$ cat src/rtl/hazard_ctrl.sv
// Pipeline hazard controller: load-use bubble, taken-branch flush and mult/div freeze.
// The mult/div path (MDWAIT/MDDONE states, stall counter) exists only when HAZARD_MULDIV_EN is defined.
module hazard_ctrl #(
   parameter int MULDIV_CYCLES = 4
) (
   input  logic       Clk,
   input  logic       Rst_n,
   input  logic [4:0] IdRs,
   input  logic [4:0] IdRt,
   input  logic       IdUsesRs,
   input  logic       IdUsesRt,
   input  logic       ExMemRead,
   input  logic       ExRegWrite,
   input  logic [4:0] ExRd,
   input  logic       BranchTaken,
   input  logic       MulDivStart,
   output logic       PcEn,
   output logic       IfIdEn,
   output logic       IfIdFlush,
   output logic       IdExEn,
   output logic       IdExFlush,
   output logic       ExMemFlush,
   output logic       MulDivDone,
   output logic       Busy
);

   logic lu;

   assign lu = ExMemRead & ExRegWrite & (ExRd != 5'd0) &
               ((IdUsesRs & (IdRs == ExRd)) | (IdUsesRt & (IdRt == ExRd)));

`ifdef HAZARD_MULDIV_EN
   localparam int CNT_W = $clog2(MULDIV_CYCLES);
   localparam logic [CNT_W-1:0] CNT_LOAD = CNT_W'(MULDIV_CYCLES - 1);

   typedef enum logic [1:0] {
      RUN    = 2'd0,
      MDWAIT = 2'd1,
      MDDONE = 2'd2
   } state_e;

   state_e           state_q, state_d;
   logic [CNT_W-1:0] cnt_q, cnt_d;

   always_comb begin
      // NOTE: every signal gets a default before the case so no path leaves one unassigned (no latches).
      state_d    = state_q;
      cnt_d      = cnt_q;
      PcEn       = 1'b1;
      IfIdEn     = 1'b1;
      IfIdFlush  = 1'b0;
      IdExEn     = 1'b1;
      IdExFlush  = 1'b0;
      ExMemFlush = 1'b0;
      MulDivDone = 1'b0;
      Busy       = 1'b0;

      case (state_q)
         MDWAIT: begin
            PcEn       = 1'b0;
            IfIdEn     = 1'b0;
            IdExEn     = 1'b0;
            ExMemFlush = 1'b1;
            Busy       = 1'b1;
            cnt_d      = cnt_q - CNT_W'(1);
            if (cnt_q == CNT_W'(1)) state_d = MDDONE;
         end
         RUN, MDDONE: begin
            // In MDDONE the finished mult/div is still in EX, so its start flag must not retrigger.
            if (state_q == MDDONE) begin
               MulDivDone = 1'b1;
               state_d    = RUN;
            end
            if ((state_q == RUN) && MulDivStart) begin
               PcEn       = 1'b0;
               IfIdEn     = 1'b0;
               IdExEn     = 1'b0;
               ExMemFlush = 1'b1;
               Busy       = 1'b1;
               cnt_d      = CNT_LOAD;
               state_d    = MDWAIT;
            end else if (BranchTaken) begin
               IfIdFlush  = 1'b1;
               IdExFlush  = 1'b1;
            end else if (lu) begin
               PcEn       = 1'b0;
               IfIdEn     = 1'b0;
               IdExFlush  = 1'b1;
            end
         end
         default: state_d = RUN;
      endcase

      if (!Rst_n) begin
         PcEn       = 1'b0;
         IfIdEn     = 1'b0;
         IfIdFlush  = 1'b0;
         IdExEn     = 1'b0;
         IdExFlush  = 1'b0;
         ExMemFlush = 1'b0;
         MulDivDone = 1'b0;
         Busy       = 1'b0;
      end
   end

   // NOTE: state flops use non-blocking assignments so every flop samples pre-edge values.
   always_ff @(posedge Clk or negedge Rst_n) begin
      if (!Rst_n) begin
         state_q <= RUN;
         cnt_q   <= '0;
      end else begin
         state_q <= state_d;
         cnt_q   <= cnt_d;
      end
   end

`else
   // Without the mult/div path the block is purely combinational.
   logic unused_in;
   assign unused_in = ^{Clk, MulDivStart, MULDIV_CYCLES[0]};

   always_comb begin
      PcEn       = 1'b1;
      IfIdEn     = 1'b1;
      IfIdFlush  = 1'b0;
      IdExEn     = 1'b1;
      IdExFlush  = 1'b0;
      ExMemFlush = 1'b0;
      MulDivDone = 1'b0;
      Busy       = 1'b0;

      if (BranchTaken) begin
         IfIdFlush = 1'b1;
         IdExFlush = 1'b1;
      end else if (lu) begin
         PcEn      = 1'b0;
         IfIdEn    = 1'b0;
         IdExFlush = 1'b1;
      end

      if (!Rst_n) begin
         PcEn      = 1'b0;
         IfIdEn    = 1'b0;
         IfIdFlush = 1'b0;
         IdExEn    = 1'b0;
         IdExFlush = 1'b0;
      end
   end
`endif

endmodule
$ cat config.mk
export PLATFORM = sky130hd
export DESIGN_NAME = hazard_ctrl
export DESIGN_NICKNAME = d
export VERILOG_FILES = /design/src/rtl/hazard_ctrl.sv
export SDC_FILE = /design/constraint.sdc
export NUM_CORES = 1
export LEC_CHECK = 0
export ABC_CLOCK_PERIOD_IN_PS = 2020
export CAP_MARGIN = 0
export CORE_AREA = 2 2 39 41
export DETAILED_ROUTE_END_ITERATION = 6
export DIE_AREA = 0 0 41 43
export PLACE_DENSITY = 0.7
export SLEW_MARGIN = 40
export SYNTH_ARGS = -nofsm -noshare
export SYNTH_HDL_FRONTEND = slang
export SYNTH_SLANG_ARGS = --single-unit
$ cat constraint.sdc
create_clock -name vclk -period 2.02
set_clock_uncertainty 0.05 [all_clocks]
set_input_delay 0.404 -clock vclk [all_inputs]
set_output_delay 0.404 -clock vclk [all_outputs]
set_load 0.005 [all_outputs]
==> flow_metrics.py, run 1 <==
metrics = {
    "status": {
        "status": "finished clean",
    },
    "grt": {
        "gr-total-overflow": 0,
        "antenna_found_initial": 0,
        "track_usage": 0.0829,
        "grt_pass1_wl_um": 1080,
        "grt_max_degree": 5,
        "grt_pass1_vias": 306,
    },
    "timing": {
        "fin_crit_ns": 2.01,
        "slew_violations": 0,
        "max_freq_ghz": 0.496,
        "grt_setup_unrepaired": "yes",
        "fin_crit_sh": 0.997,
        "hold_viol": 0,
        "final-setup-viol-count": 0,
        "whs_ns": 1.26,
    },
    "finish": {
        "flops_and_latches": 0,
        "num_antenna_cells": 0,
        "multi_input_area_um2": 216,
        "n_clock_buffer": 0,
        "area.growth.synth_to_final_pct": 133,
        "fillers": 155,
        "finalNetCount": 78,
        "stdcell_count": 69,
        "drive_gt1_frac": 0.472,
        "ff_latch_area_um2": 0,
    },
    "placement": {
        "place.gp.congestion": 0.609,
        "io_buffers": 26,
        "hpwl_um": 581,
        "dp.cells": 67,
    },
    "routing": {
        "drc_errors": 0,
        "drtIter0Drc": 4,
        "post_drt_wl_per_cell_um": 10.2,
        "routed_via_density": 4.14,
        "ant_nets": 0,
        "routed_wirelength_um": 705,
        "vias": 286,
        "drtPass1Iterations": 2,
    },
    "floorplanning": {
        "rows": 14,
        "die_w_um": 41,
        "coreArea_um2": 1380,
        "dieArea_um2": 1760,
        "die_h_um": 43,
        "initial_core_util": 0.152,
        "ios": 31,
    },
    "pwr": {
        "p_int_mw": 0.0554,
        "p_comb_frac": 1.000,
        "p_clk_frac": 0,
        "switching_share": 0.375,
        "p_leak_nw": 0.216,
        "peakVddDrop_uv": 60.3,
        "cellPowerDensity_nw_per_um2": 181,
        "p_switching_mw": 0.0332,
        "p_seq_frac": 0,
    },
    "hold_path": {
        "hold-path-endpoint": "IfIdEn",
        "holdPathStages": 3,
        "min_path_type": "in -> out",
        "min-delay-start": "Rst_n",
    },
    "critical_path": {
        "required_ns": 1.57,
        "crit_type": "in -> out",
        "cp.arrival_ns": 1.56,
        "cp-end-kind": "primary output",
        "startpoint_type": "input pin",
        "crit_fanout": 2,
    },
    "yosys": {
        "synth_top_area_share": 0.333,
        "syn_inst": 26,
        "synth-seq-area-share": 0,
        "synth.distinct_cells": 14,
        "synth.area.top_cells": "xor2_1, buf_4, xnor2_1",
        "netlist_area_um2": 210,
        "synth.yosys.warnings": 0,
        "syn_avg_cell_area_um2": 8.08,
        "synth_top_area_cell": "xor2_1",
    },
    "clock_tree": {
        "cts_hold_buffers": 0,
    },
    "job": {
        "drv_cap": 0,
    },
}
==> worst max path at each step <==
stage	to	depth (start not counted)	slack, ns	start
3_5_place_dp	PcEn	5	-0.72	ExRd[3]
3_3_place_gp	PcEn	5	-0.72	ExRd[4]
5_1_grt	PcEn	6	-0.08	IdRt[0]
6_report	PcEn	6	0.005	IdRt[0]
2_1_floorplan	PcEn	5	0.18	ExRd[2]
4_1_cts	PcEn	7	-0.02	ExRd[2]
==> critical path: stages <==
cell and delay, ns:
buf_6 0.10, xor2_2 0.16, nor4_2 0.30, a32oi_2 0.15, o31a_1 0.32, buf_2 0.13
==> cell usage in the layout (no fill, tap or decap), drive strengths merged <==
| cell | n |
|---|---|
| xnor2 | 2 |
| o31a | 1 |
| and2 | 2 |
| o2111ai | 1 |
| dlygate4sd2 | 6 |
| clkdlybuf4s15 | 2 |
| conb | 3 |
| or4 | 1 |
| nor4 | 2 |
| o211ai | 1 |
| a32oi | 1 |
| xor2 | 8 |
| clkdlybuf4s50 | 6 |
| o21bai | 1 |
| buf | 16 |
==> Yosys cell counts <==
cell type and count:
xor2_1 8, buf_4 5, xnor2_1 2, a32oi_1 1, and2_1 1, and2_2 1, conb_1 1, nor4_1 1
nor4_2 1, o2111ai_1 1, o211ai_1 1, o21bai_1 1, o31a_1 1, or4_1 1
==> per-layer routing <==
metal,share of wire,vias up,GRT usage,wire [µm]
li1,-,138,-,-
met1,0.35,128,0.0823,244
met2,0.50,20,0.172,354
met3,0.15,0,0.0105,107
met4,0,0,0,0
met5,0,-,0,0
==> area by class of cell <==
cell class,instances,share of cell area
repair buffers,30,0.517
multi-input cells,23,0.442
well taps,16,0.0409
==> cells by family (layout without fill, tap and decap cells) <==
kind of cell           Yosys count  in the layout  synth area share
AO/OA/AOI/OAI                    5              5             0.196
XOR/XNOR                        10             10             0.417
buffers and inverters            5             30             0.179
other                            1              3            0.0178
AND/OR/NAND/NOR                  5              5             0.191
==> metrics by stage <==
step / setup WS [ns] / power, mW / instance area (µm²) / setup TNS (ns) / util
4_1_cts: -0.0183 / 0.0854 / 469 / -0.0362 / 0.339
2_1_floorplan: 0.185 / 0.0322 / 218 / 0 / -
3_5_place_dp: -0.722 / 0.0893 / 475 / -2.17 / 0.344
5_1_grt: -0.0772 / 0.0974 / 489 / -0.173 / 0.354
3_3_place_gp: -0.720 / 0.0889 / 475 / -2.15 / 0.344
6_report: 0.00521 / 0.0887 / 489 / 0 / 0.354
==> what timing repair did <==
action,in CTS,in global routing
pin swaps,14,2
setup buffers,2,0
gates resized for setup,68,4
setup endpoints to repair,4,3
==> power by group through the flow <==
stage	Sequential (mW)	Clock [mW]	Combinational, mW
after floorplan	0	0	0.0322
after global placement	0	0	0.0889
after detailed placement	0	0	0.0893
after CTS	0	0	0.0854
after global routing	0	0	0.0974
final	0	0	0.0887
Note: power is estimated with default switching activity, not from simulation.
==> inputs of run 2 (changes only) <==
- ABC_AREA: unset -> 1
- PLACE_DENSITY: 0.7 -> 0.77
==> run 2 against run 1 <==
Effect of this change: final area increased by 9.5%; sequential cell count unchanged; setup slack gained 0.089 ns; non-clock buffer count fell by 4; largest cell class unchanged; maximum frequency rose by 4.6%; utilization is 3.3 points higher; cell count up 58%; sequential share of layout area unchanged; die area is the same; synthesized cell count grew to 2.7 times the previous value; global-route usage is 0.80 points lower.
==> flow_metrics.py, run 2 <==
metrics = {
    "yosys": {
        "syn_avg_cell_area_um2": 4.20,
        "ys_top_cells_by_count": "nand2_1, inv_1, nor2_1",
        "netlist_area_um2": 294,
        "synth.area.top_cells": "nand2_1, inv_1, buf_4",
        "syn_inst": 70,
        "synth_top_area_share": 0.421,
        "synth.yosys.warnings": 0,
        "synth.most_common_cell": "nand2_1",
        "synth-seq-area-share": 0,
        "synth_top_area_cell": "nand2_1",
        "synth.distinct_cells": 10,
    },
    "floorplanning": {
        "dieArea_um2": 1760,
        "die_h_um": 43,
        "initial_core_util": 0.212,
        "rows": 14,
        "ios": 31,
        "die_w_um": 41,
        "coreArea_um2": 1380,
    },
    "finish": {
        "fin_util": 0.387,
        "n_clock_buffer": 0,
        "layout_common_cells": "nand2_1, inv_1, dlygate4sd2_1",
        "num_antenna_cells": 0,
        "mostFrequentLayoutCell": "nand2_1",
        "fin_area_um2": 536,
        "stdcell_count": 109,
        "finalNetCount": 118,
        "ff_latch_area_um2": 0,
        "flops_and_latches": 0,
        "area.growth.synth_to_final_pct": 82.1,
        "drive_gt1_frac": 0.108,
    },
    "timing": {
        "whs_ns": 1.14,
        "slew_violations": 0,
        "hold_viol": 0,
        "final-setup-viol-count": 0,
        "fin_crit_ns": 1.93,
        "grt_setup_unrepaired": "no",
        "fin_crit_sh": 0.953,
        "max_freq_ghz": 0.519,
    },
    "routing": {
        "post_drt_wl_per_cell_um": 6.92,
        "routed_via_density": 3.71,
        "drtPass1Iterations": 4,
        "drc_errors": 0,
        "drtIter0Drc": 7,
        "ant_nets": 0,
        "routed_wirelength_um": 754,
        "vias": 404,
    },
    "placement": {
        "io_buffers": 26,
        "dp.cells": 109,
        "hpwl_um": 693,
        "place.gp.congestion": 0.693,
        "post_dp_cell_area_um2": 544,
    },
    "grt": {
        "gr-total-overflow": 0,
        "grt_pass1_wl_um": 1000,
        "antenna_found_initial": 0,
        "track_usage": 0.0749,
        "grt_max_degree": 5,
        "grt_pass1_vias": 274,
    },
    "job": {
        "drv_cap": 0,
    },
    "pwr": {
        "cellPowerDensity_nw_per_um2": 159,
        "peakVddDrop_uv": 52.2,
        "p_leak_nw": 0.389,
    },
    "clock_tree": {
        "cts_hold_buffers": 0,
        "post_cts_buffers": 0,
    },
    "critical_path": {
        "cp.arrival_ns": 1.47,
        "startpoint_type": "input pin",
        "crit_fanout": 3,
        "cp-end-kind": "primary output",
        "crit_type": "in -> out",
        "required_ns": 1.57,
    },
    "hold_path": {
        "min_path_type": "in -> out",
    },
    "status": {
        "status": "finished clean",
    },
}
[run 2: through the flow]
| stage | setup slack [ns] | power (mW) | TNS, ns |
|---|---|---|---|
| 2_1_floorplan | 0.534 | 0.0419 | 0 |
| 5_1_grt | 0.0211 | 0.0956 | 0 |
| 6_report | 0.0942 | 0.0850 | 0 |
| 3_3_place_gp | -0.382 | 0.0956 | -1.10 |
| 4_1_cts | -0.0366 | 0.0877 | -0.0366 |
| 3_5_place_dp | -0.431 | 0.0970 | -1.23 |
[run 2: power by group]
part / internal, mW / switching (mW) / total (mW)
combinational: 0.0475 / 0.0375 / 0.0850
sequential: 0 / 0 / 0
clock: 0 / 0 / 0
[run 2: path summary, 6_finish.rpt]
path | startpoint | end | slack, ns | cells after the start
worst max-delay path | BranchTaken | IfIdFlush | 0.09 | 4
worst min-delay path | Rst_n | IfIdEn | 1.14 | 4
[run 2: layout make-up]
class,instances,area (µm²)
Fill cell,160,848
Timing Repair Buffer,26,249
Multi-Input combinational cell,51,206
Inverter,16,60.1
Tap cell,16,20.0
[run 2: kinds of logic after synthesis]
group / count (synthesis) / share of synthesized area
and+or+nand+nor: 48 / 0.655
buffers and inverters: 21 / 0.332
other: 1 / 0.0128
[run 2: metal layers]
metal,up-vias,wire length (µm),GRT usage
met5,-,0,0
met4,0,0,0
met3,0,57,0.00524
met2,11,368,0.128
met1,155,328,0.104
li1,238,-,-
[run 2: timing repair]
action                                  4_1_cts  5_1_grt
endpoints found under the setup margin        3        4
pin swaps                                     1        6
resized for setup                            20        8
[run 2: critical path, stage by stage]
cell             delay, ns
clkdlybuf4s50_1       0.47
nand2_2               0.06
inv_1                 0.05
clkdlybuf4s50_1       0.48
==> inputs of run 3 (changes only) <==
- PLACE_DENSITY: 0.77 -> 0.67
==> run 3 against run 2 <==
Effect of this change: total power down 2.8%; via count increased by 3.0%; clock-buffer cell count unchanged; critical path depth is the same; critical path type unchanged.
==> flow_metrics.py, run 3 (same netlist as run 2, synthesis figures left out) <==
metrics = {
    "finish": {
        "area.growth.synth_to_final_pct": 78.3,
        "n_clock_buffer": 0,
        "flops_and_latches": 0,
        "finalNetCount": 119,
        "drive_gt1_frac": 0.0957,
        "num_antenna_cells": 0,
        "fin_area_um2": 524,
        "fin_util": 0.379,
        "ff_latch_area_um2": 0,
        "layout_common_cells": "nand2_1, dlygate4sd2_1, inv_1",
        "mostFrequentLayoutCell": "nand2_1",
        "stdcell_count": 110,
    },
    "timing": {
        "slew_violations": 0,
        "hold_viol": 0,
        "max_freq_ghz": 0.518,
        "whs_ns": 1.23,
        "final-setup-viol-count": 0,
        "grt_setup_unrepaired": "no",
        "tns_ns": 0,
        "fin_crit_ns": 1.93,
        "setup_slack_ns": 0.0905,
        "fin_crit_sh": 0.955,
    },
    "pwr": {
        "peakVddDrop_uv": 55.1,
        "total_power_mw": 0.0826,
        "p_int_mw": 0.0460,
        "p_comb_frac": 1.000,
        "cellPowerDensity_nw_per_um2": 158,
        "p_switching_mw": 0.0366,
        "p_leak_nw": 0.365,
        "p_clk_frac": 0,
        "switching_share": 0.443,
        "p_seq_frac": 0,
    },
    "routing": {
        "drtPass1Iterations": 4,
        "vias": 416,
        "routed_wirelength_um": 714,
        "drtIter0Drc": 5,
        "routed_via_density": 3.78,
        "post_drt_wl_per_cell_um": 6.49,
        "drc_errors": 0,
        "ant_nets": 0,
    },
    "placement": {
        "place_ws_ns": -0.405,
        "post_dp_cell_area_um2": 552,
        "place.gp.congestion": 0.775,
        "dp.cells": 110,
        "io_buffers": 26,
        "hpwl_um": 647,
    },
    "floorplanning": {
        "rows": 14,
        "die_w_um": 41,
        "die_h_um": 43,
        "coreArea_um2": 1380,
        "dieArea_um2": 1760,
        "ios": 31,
        "initial_core_util": 0.212,
    },
    "critical_path": {
        "cp-end-kind": "primary output",
        "crit_start": "BranchTaken",
        "crit_fanout": 3,
        "cp.arrival_ns": 1.48,
        "crit_path_end": "IfIdFlush",
        "crit_type": "in -> out",
        "required_ns": 1.57,
        "startpoint_type": "input pin",
    },
    "grt": {
        "antenna_found_initial": 0,
        "grt_pass1_vias": 314,
        "grt_max_degree": 5,
        "gr-total-overflow": 0,
        "grt_pass1_wl_um": 1170,
        "track_usage": 0.0869,
    },
    "status": {
        "status": "finished clean",
    },
    "hold_path": {
        "min_path_type": "in -> out",
    },
    "clock_tree": {
        "post_cts_buffers": 0,
    },
    "job": {
        "drv_cap": 0,
    },
}
[run 3: cell types whose count changed in the layout (fill, tap and decap cells not counted), sizes merged]
cell / before / now
clkbuf: 1 / 0
dlygate4sd2: 9 / 14
dlymetal6s2s: 6 / 2
clkdlybuf4s50: 8 / 7
buf: 2 / 4
[run 3: worst max-delay path: stages]
cell	delay (ns)
clkdlybuf4s50_1	0.45
nand2_1	0.07
inv_1	0.06
clkdlybuf4s50_1	0.49
[run 3: worst min-delay path by stage]
stage | startpoint | to | slack, ns | cells after the start
2_1_floorplan | Rst_n | IdExEn | 0.84 | 1
3_3_place_gp | Rst_n | IdExEn | 1.68 | 2
3_5_place_dp | Rst_n | IdExEn | 1.69 | 2
4_1_cts | Rst_n | IfIdEn | 1.24 | 4
5_1_grt | Rst_n | IfIdEn | 1.29 | 4
6_report | Rst_n | IfIdEn | 1.23 | 4
[run 3: metal layers]
layer  part of all wire  global-route usage
met1               0.47               0.142
met3               0.10             0.00524
met4                  0                   0
met5                  0                   0
met2               0.43               0.128
[run 3: final cells by class]
class / instances / area (µm²)
fillers: 153 / 860
repair buffers: 27 / 240
multi-input cells: 51 / 204
inverters: 16 / 60.1
well taps: 16 / 20.0
[run 3: power groups by stage]
stage	Sequential (mW)	Combinational, mW	Clock [mW]
floorplan	0	0.0419	0
global placement	0	0.0975	0
detailed placement	0	0.0976	0
CTS	0	0.0841	0
global route	0	0.0953	0
finish	0	0.0826	0
[run 3: repair_timing]
item / CTS / global route
gates resized for setup: 26 / 2
pin swaps: 4 / 7
setup endpoints to repair: 4 / 3
hold buffers: 0 / 0
